File: config.mk
export PLATFORM = sky130hd
export DESIGN_NAME = apb_slv_regfile
export DESIGN_NICKNAME = d
export VERILOG_FILES = /design/src/rtl/apb_slv_regfile.sv
export SDC_FILE = /design/constraint.sdc
export NUM_CORES = 1
export LEC_CHECK = 0
export CORE_ASPECT_RATIO = 0.6
export CORE_MARGIN = 1.5
export CORE_UTILIZATION = 50
export DETAILED_ROUTE_END_ITERATION = 8
export PLACE_DENSITY_LB_ADDON = 0.3
export SLEW_MARGIN = 5
export SYNTH_ARGS = -nofsm -noshare
export SYNTH_HDL_FRONTEND = slang
export SYNTH_SLANG_ARGS = --single-unit
export TNS_END_PERCENT = 5
File: constraint.sdc
create_clock -name clk -period 13.3 [get_ports clk]
set_input_delay 2.66 -clock clk [delete_from_list [all_inputs] [get_ports clk]]
set_output_delay 2.66 -clock clk [all_outputs]
set_load 0.02 [all_outputs]
File: src/rtl/apb_slv_regfile.sv
// APB3 completer holding a bank of 32-bit registers with configurable wait
// states, decode-error reporting on pslverr and a sticky protocol-violation flag.
module apb_slv_regfile #(
    parameter int unsigned ADDR_W      = 12,
    parameter int unsigned NUM_REGS    = 8,
    parameter int unsigned WAIT_STATES = 0,
    parameter logic [31:0] ID_VALUE    = 32'hA9B0_0001
) (
    input  logic                     clk,
    input  logic                     reset,
    input  logic                     psel,
    input  logic                     penable,
    input  logic                     pwrite,
    input  logic [ADDR_W-1:0]        paddr,
    input  logic [31:0]              pwdata,
    output logic [31:0]              prdata,
    output logic                     pready,
    output logic                     pslverr,
    output logic [32*NUM_REGS-1:0]   reg_out,
    output logic                     prot_err
);

    localparam int unsigned IDX_W = ADDR_W - 2;
    localparam int unsigned SEL_W = (NUM_REGS > 1) ? $clog2(NUM_REGS) : 1;
    localparam int unsigned CNT_W = 4;

    typedef enum logic {
        ST_IDLE   = 1'b0,
        ST_ACCESS = 1'b1
    } state_t;

    state_t                     state_q, state_d;
    logic [CNT_W-1:0]           wcnt_q, wcnt_d;
    logic [ADDR_W-1:0]          addr_q, addr_d;
    logic                       write_q, write_d;
    logic [31:0]                wdata_q, wdata_d;
    logic                       prot_q, prot_d;
    logic [NUM_REGS-1:1][31:0]  regs_q, regs_d;

    logic [NUM_REGS-1:0][31:0]  words_c;
    logic [IDX_W-1:0]           idx_c;
    logic                       valid_c;
    logic                       err_c;
    logic                       pready_c;
    logic                       mism_c;
    logic                       wr_en_c;

    // Decode of the latched transfer; the access phase always uses latched values
    assign idx_c    = addr_q[ADDR_W-1:2];
    assign valid_c  = (addr_q[1:0] == 2'b00) && (32'(idx_c) < NUM_REGS);
    assign err_c    = !valid_c || (write_q && (idx_c == '0));
    assign pready_c = (state_q == ST_ACCESS) && psel && penable && (wcnt_q == '0);
    assign mism_c   = (paddr != addr_q) || (pwrite != write_q) || (pwdata != wdata_q);

    // Word view: word 0 is the constant ID, the rest are writable registers
    assign words_c[0] = ID_VALUE;
    for (genvar g = 1; g < NUM_REGS; g++) begin : g_word
        assign words_c[g] = regs_q[g];
        assign regs_d[g]  = (wr_en_c && (idx_c == IDX_W'(g))) ? wdata_q : regs_q[g];
    end

    assign reg_out  = words_c;
    assign pready   = pready_c;
    assign pslverr  = pready_c && err_c;
    assign prdata   = (pready_c && !write_q && !err_c) ? words_c[idx_c[SEL_W-1:0]] : 32'h0;
    assign prot_err = prot_q;

    // FSM state, wait counter, latched transfer and sticky flag
    always_ff @(posedge clk or posedge reset) begin
        if (reset) begin
            state_q <= ST_IDLE;
            wcnt_q  <= '0;
            addr_q  <= '0;
            write_q <= 1'b0;
            wdata_q <= '0;
            prot_q  <= 1'b0;
        end else begin
            state_q <= state_d;
            wcnt_q  <= wcnt_d;
            addr_q  <= addr_d;
            write_q <= write_d;
            wdata_q <= wdata_d;
            prot_q  <= prot_d;
        end
    end

    // Register bank; commits only on a completing, error-free write
    always_ff @(posedge clk or posedge reset) begin
        if (reset) begin
            regs_q <= '0;
        end else begin
            regs_q <= regs_d;
        end
    end

    // Next-state: setup capture, wait countdown, completion and violation tracking
    always_comb begin
        state_d = state_q;
        wcnt_d  = wcnt_q;
        addr_d  = addr_q;
        write_d = write_q;
        wdata_d = wdata_q;
        prot_d  = prot_q;
        wr_en_c = 1'b0;
        case (state_q)
            ST_IDLE: begin
                if (penable) begin
                    prot_d = 1'b1;
                end else if (psel) begin
                    state_d = ST_ACCESS;
                    addr_d  = paddr;
                    write_d = pwrite;
                    wdata_d = pwdata;
                    wcnt_d  = CNT_W'(WAIT_STATES);
                end
            end
            ST_ACCESS: begin
                if (!psel) begin
                    // Master abandoned the transfer: abort without writing
                    prot_d  = 1'b1;
                    state_d = ST_IDLE;
                end else begin
                    if (!penable || mism_c) begin
                        prot_d = 1'b1;
                    end
                    if (wcnt_q != '0) begin
                        wcnt_d = wcnt_q - CNT_W'(1);
                    end else if (penable) begin
                        state_d = ST_IDLE;
                        wr_en_c = write_q && !err_c;
                    end
                end
            end
            default: begin
                state_d = ST_IDLE;
            end
        endcase
    end

endmodule

Word level (Yosys, flattened, before mapping)
Index checks and enable logic that the tools add are counted.
{"block": "op_classes", "addsub": 1, "n_lt_le_gt_ge": 2, "eq_ne": 16, "mux": 22, "n_bitwise": 2, "reduce_logical": 31}
{"operator": "32-bit binary-select mux with 3-bit select", "count": 1}
{"operator": "32-bit two-way mux", "count": 2}
{"operator": "10-bit by 3-bit equality test with 1-bit output, second input constant", "count": 4}
{"operator": "32-bit != test", "count": 1}
{"operator": "10-bit by 2-bit equality test with 1-bit output, second input constant", "count": 2}
{"operator": "1-bit logical AND", "count": 16}
{"operator": "4-bit two-way mux", "count": 4}
{"operator": "1-bit two-way mux", "count": 12}
{"operator": "12-bit != test", "count": 1}
{"operator": "10-bit by 1-bit equality test with 1-bit output, second input constant", "count": 1}
{"operator": "10-bit logical NOT", "count": 1}
{"operator": "10-bit by 4-bit less-than comparator with 1-bit output, second input constant", "count": 1}
{"operator": "2-bit != test, second input constant", "count": 4}
{"operator": "4-bit case mux with 2 select lines", "count": 1}
{"operator": "1-bit logical NOT", "count": 4}
{"operator": "4-bit logical NOT", "count": 1}
{"operator": "1-bit logical OR", "count": 4}
{"operator": "3-bit by 4-bit less-than comparator with 1-bit output, second input constant", "count": 1}
{"operator": "1-bit case mux with 2 select lines", "count": 2}
{"operator": "4-bit AND reduction", "count": 1}
{"operator": "4-bit nonzero test", "count": 1}
{"operator": "4-bit by 1-bit subtractor with 4-bit output, second input constant", "count": 1}
{"operator": "3-bit by 2-bit != test with 1-bit output, second input constant", "count": 1}
{"operator": "3-bit AND reduction", "count": 1}
{"operator": "5 further kinds", "count": 6}
{"block": "word_totals", "register_bits": 275, "input_bits": 49, "out_inout_bits": 291}

Depth between registers and ports, before layout
{"block": "depth", "word_depth": 11, "ltp_mapped": 9, "ltp_nobuf": 6}

Least setup slack after synthesis
Ideal clock, no wire load.
{"block": "synth_path", "path_kind": "input to output", "start": "in psel", "end": "out prdata[0]", "arrival_time_ps": 4188, "required_ps": 10640, "setup_slack_ps": 6452, "path_stages": 7, "n_path_buf": 3, "cell_sequence": "nand3_1 or3_1 buf_6 or2_2 clkbuf_1 clkbuf_1 nor2_1"}
{"block": "synth_between", "elab_chain_len": 6}
{"element": "start: declaration", "line": "11", "rtl": "input logic psel,"}
{"element": "1-bit logical AND (3 in a row)", "line": "52", "rtl": "assign pready_c = (state_q == ST_ACCESS) && psel && penable && (wcnt_q == '0);"}
{"element": "1-bit logical AND (2 in a row)", "line": "65", "rtl": "assign prdata = (pready_c && !write_q && !err_c) ? words_c[idx_c[SEL_W-1:0]] : 32'h0;"}
{"element": "32-bit two-way mux", "line": "65"}
{"element": "end: declaration", "line": "16", "rtl": "output logic [31:0] prdata,"}
No other way between the ends.

Worst setup path in the final report
{"block": "layout_path", "start": "in psel", "end": "out prdata[19]"}
The elaborated chain is that of the path after synthesis.

==> metrics.yaml <==
synth_edf_count: 0
crit_path_cell_trace: "clkdlybuf4s50_1 > nand3_1 > or3_1 > or2_2 > nor2_1 > clkdlybuf4s50_1"
fin_util: 0.669
first_pass_iters: 5
worstPathArrival_ns: 5.87
hold_buffers: 0
die-area_sq_um: 27400
worst-setup-path-type: "primary input to output pin"
cts_tree: "built"
slew-limit-headroom: 0.187
min_from: "reg_out[113]"
vias: 9033
syn_to_final_growth_pct: 29.9
drv_slew: 0
cpMaxStageDelayCell: "or2_2"
status: "finished clean"
drtAntennaViolNets: 0
cts_buffers: 26
core_area_sq_um: 25600
routed_wl_um: 38800
synthDistinctLibCells: 38
critPathLaunch: "psel"
cts_root_buf: "clkbuf_16"
start_util: 0.515
grt_overflow: 0
endpoint_kind: "output pin"
nNetsFinal: 1275
die_x_um: 213
setup_violations: 0
crit_top_cell: "clkdlybuf4s50_1"
multi_input_area_sq_um: 5700
ios: 340
dp_hpwl_um: 25900
fin_setup_tns_ns: 0
hold_viol_final: 0
grt_pass1_wl_um: 57900
syn_avg_cell_area_sq_um: 13.6
ys_warn_count: 0
cts_resized: 0
worstPathRequired_ns: 10.64
num_rows: 45
grt_pass1_vias: 9188
rsz0062_at_grt: "false"
skew_ns: 0.0238
synthFlopType: "dfrtp_1"
numClockSinks: 275
avgViaCountPerCell: 5.65
synth_seq_cells: 275
slowest_delay_ns: 0.75
regArea_sq_um: 6890
cp-start-kind: "primary input"
cellLeakagePower_nw: 7.61
layout_commonest_cell: "clkdlybuf4s50_1"
ir_drop_uv: 112
h-tree-depth: 1
placed_cell_area_sq_um: 16200
grt_use_total: 0.285
cap_violations: 0
drive_gt1_frac: 0.304
syn_area_sq_um: 13200
clk_pin_slew_ns: 0.06
cts_setup_buffers: 0
fin_cells: 1598
die_h_um: 129
synth-async-reset-ratio: 1.00
pre_cts_ws_ns: 4.77
r2r-start: "addr_q[2]"
insertion_delay_ns: 0.55
drc: 0
grt_max_degree: 133
final_area_sq_um: 17100
setup_ws_ns: 4.77
fin_crit_sh: 0.641
netlist_instances: 969
cts_buffer_depth: 3
drt_iter0_markers: 611
port_buffers: 307
synth_seq_area_share: 0.523
fillers: 1967
antenna_found_initial: 3
cellPowerDensity_nw_per_um2: 111
cp_max_fo: 32
min_period_ns: 8.53
hp-class: "register to register"
final_cell_mix: "clkdlybuf4s50_1, mux2_2, dfrtp_1"
worst_pin_slew_ns: 1.22
dp_cells: 1549
fmaxAchievable_ghz: 0.117
globalplace.congestion: 0.804
wl_per_cell_um: 24.3
==> synth_stat cells (2+ instances only) <==
cell | n | share of area
inv_1 | 5 | 0.0014
nand4_1 | 9 | 0.0043
mux2_2 | 278 | 0.24
buf_6 | 4 | 0.0034
conb_1 | 2 | 0.00057
clkbuf_1 | 46 | 0.013
o21ai_0 | 3 | 0.0011
xnor2_1 | 21 | 0.014
mux2_1 | 15 | 0.013
nor4_1 | 9 | 0.0043
nor3_4 | 6 | 0.0074
nor2_1 | 67 | 0.019
nand3_1 | 3 | 0.0011
xor2_1 | 25 | 0.017
mux2i_1 | 8 | 0.0061
nand2_1 | 3 | 0.00086
a22oi_1 | 24 | 0.014
nand2b_1 | 3 | 0.0014
buf_2 | 8 | 0.0030
dfrtp_1 | 275 | 0.52
mux4_2 | 32 | 0.055
buf_1 | 15 | 0.0043
a21oi_1 | 33 | 0.013
nor3_1 | 2 | 0.00076
a211oi_1 | 8 | 0.0046
a22o_1 | 3 | 0.0020
nor2b_1 | 2 | 0.00095
buf_4 | 50 | 0.029
==> layer usage <==
metal | share of wire | global-route usage | wire length, um | up-vias
met2 | 0.45 | 0.429 | 17400 | 347
met3 | 0.082 | 0.0781 | 3190 | 55
met1 | 0.45 | 0.413 | 17400 | 4711
li1 | - | - | - | 3916
met4 | 0.019 | 0.0634 | 757 | 4
met5 | 0.00075 | 0 | 29 | -
==> worst paths after layout <==
| path | end | slack [ns] | depth (start not counted) |
|---|---|---|---|
| setup / recovery | prdata[19] | 4.77 | 6 |
| setup reg to reg | reg_out[193] | 9.42 | 5 |
| min in group asynchronous | reg_out[104] | 2.72 | 2 |
| hold reg to reg | reg_out[113] | 0.51 | 1 |
| max in group asynchronous | wdata_q[27] | 8.97 | 3 |
| hold / removal | reg_out[113] | 0.51 | 1 |
==> cell families after synthesis <==
| group | count (synthesis) | share of synthesized area |
|---|---|---|
| buf+inv | 128 | 0.0538 |
| mux | 333 | 0.311 |
| simple gates | 110 | 0.0445 |
| compound gates | 74 | 0.0357 |
| fa+ha+maj | 1 | 0.000950 |
| flops | 275 | 0.523 |
| xor+xnor | 46 | 0.0306 |
| other cells | 2 | 0.000570 |
==> registers in the layout, indices dropped and copies added (netlist names) <==
name      cells
addr_q       12
prot_err      1
reg_out     224
state_q       1
wcnt_q        4
wdata_q      32
write_q       1
==> worst max-delay path: cells and delay by family <==
kind          cells  cell delay, ns
simple gates      4            1.91
buf+inv           2            1.28
==> layout make-up <==
cell class / count / area share
Timing Repair Buffer: 321 / 0.186
Sequential cell: 275 / 0.403
Clock buffer: 38 / 0.0442
Multi-Input combinational cell: 596 / 0.333
Inverter: 5 / 0.00154
Antenna cell: 1 / 0.000146
Clock inverter: 10 / 0.00651
Tap cell: 352 / 0.0257
==> stage by stage <==
step	power, W	hold WS, ns
2_1_floorplan	0.00108	0.488
3_3_place_gp	0.00114	0.492
3_5_place_dp	0.00115	0.498
4_1_cts	0.00191	0.513
5_1_grt	0.00197	0.528
6_report	0.00189	0.509
==> where the power goes <==
part / switching, W / total (W) / internal (W)
Clock: 0.000326 / 0.000762 / 0.000436
Sequential: 0.0000706 / 0.000933 / 0.000862
Combinational: 0.000117 / 0.000199 / 0.0000817
No activity file was read; power rests on OpenSTA's default activity.
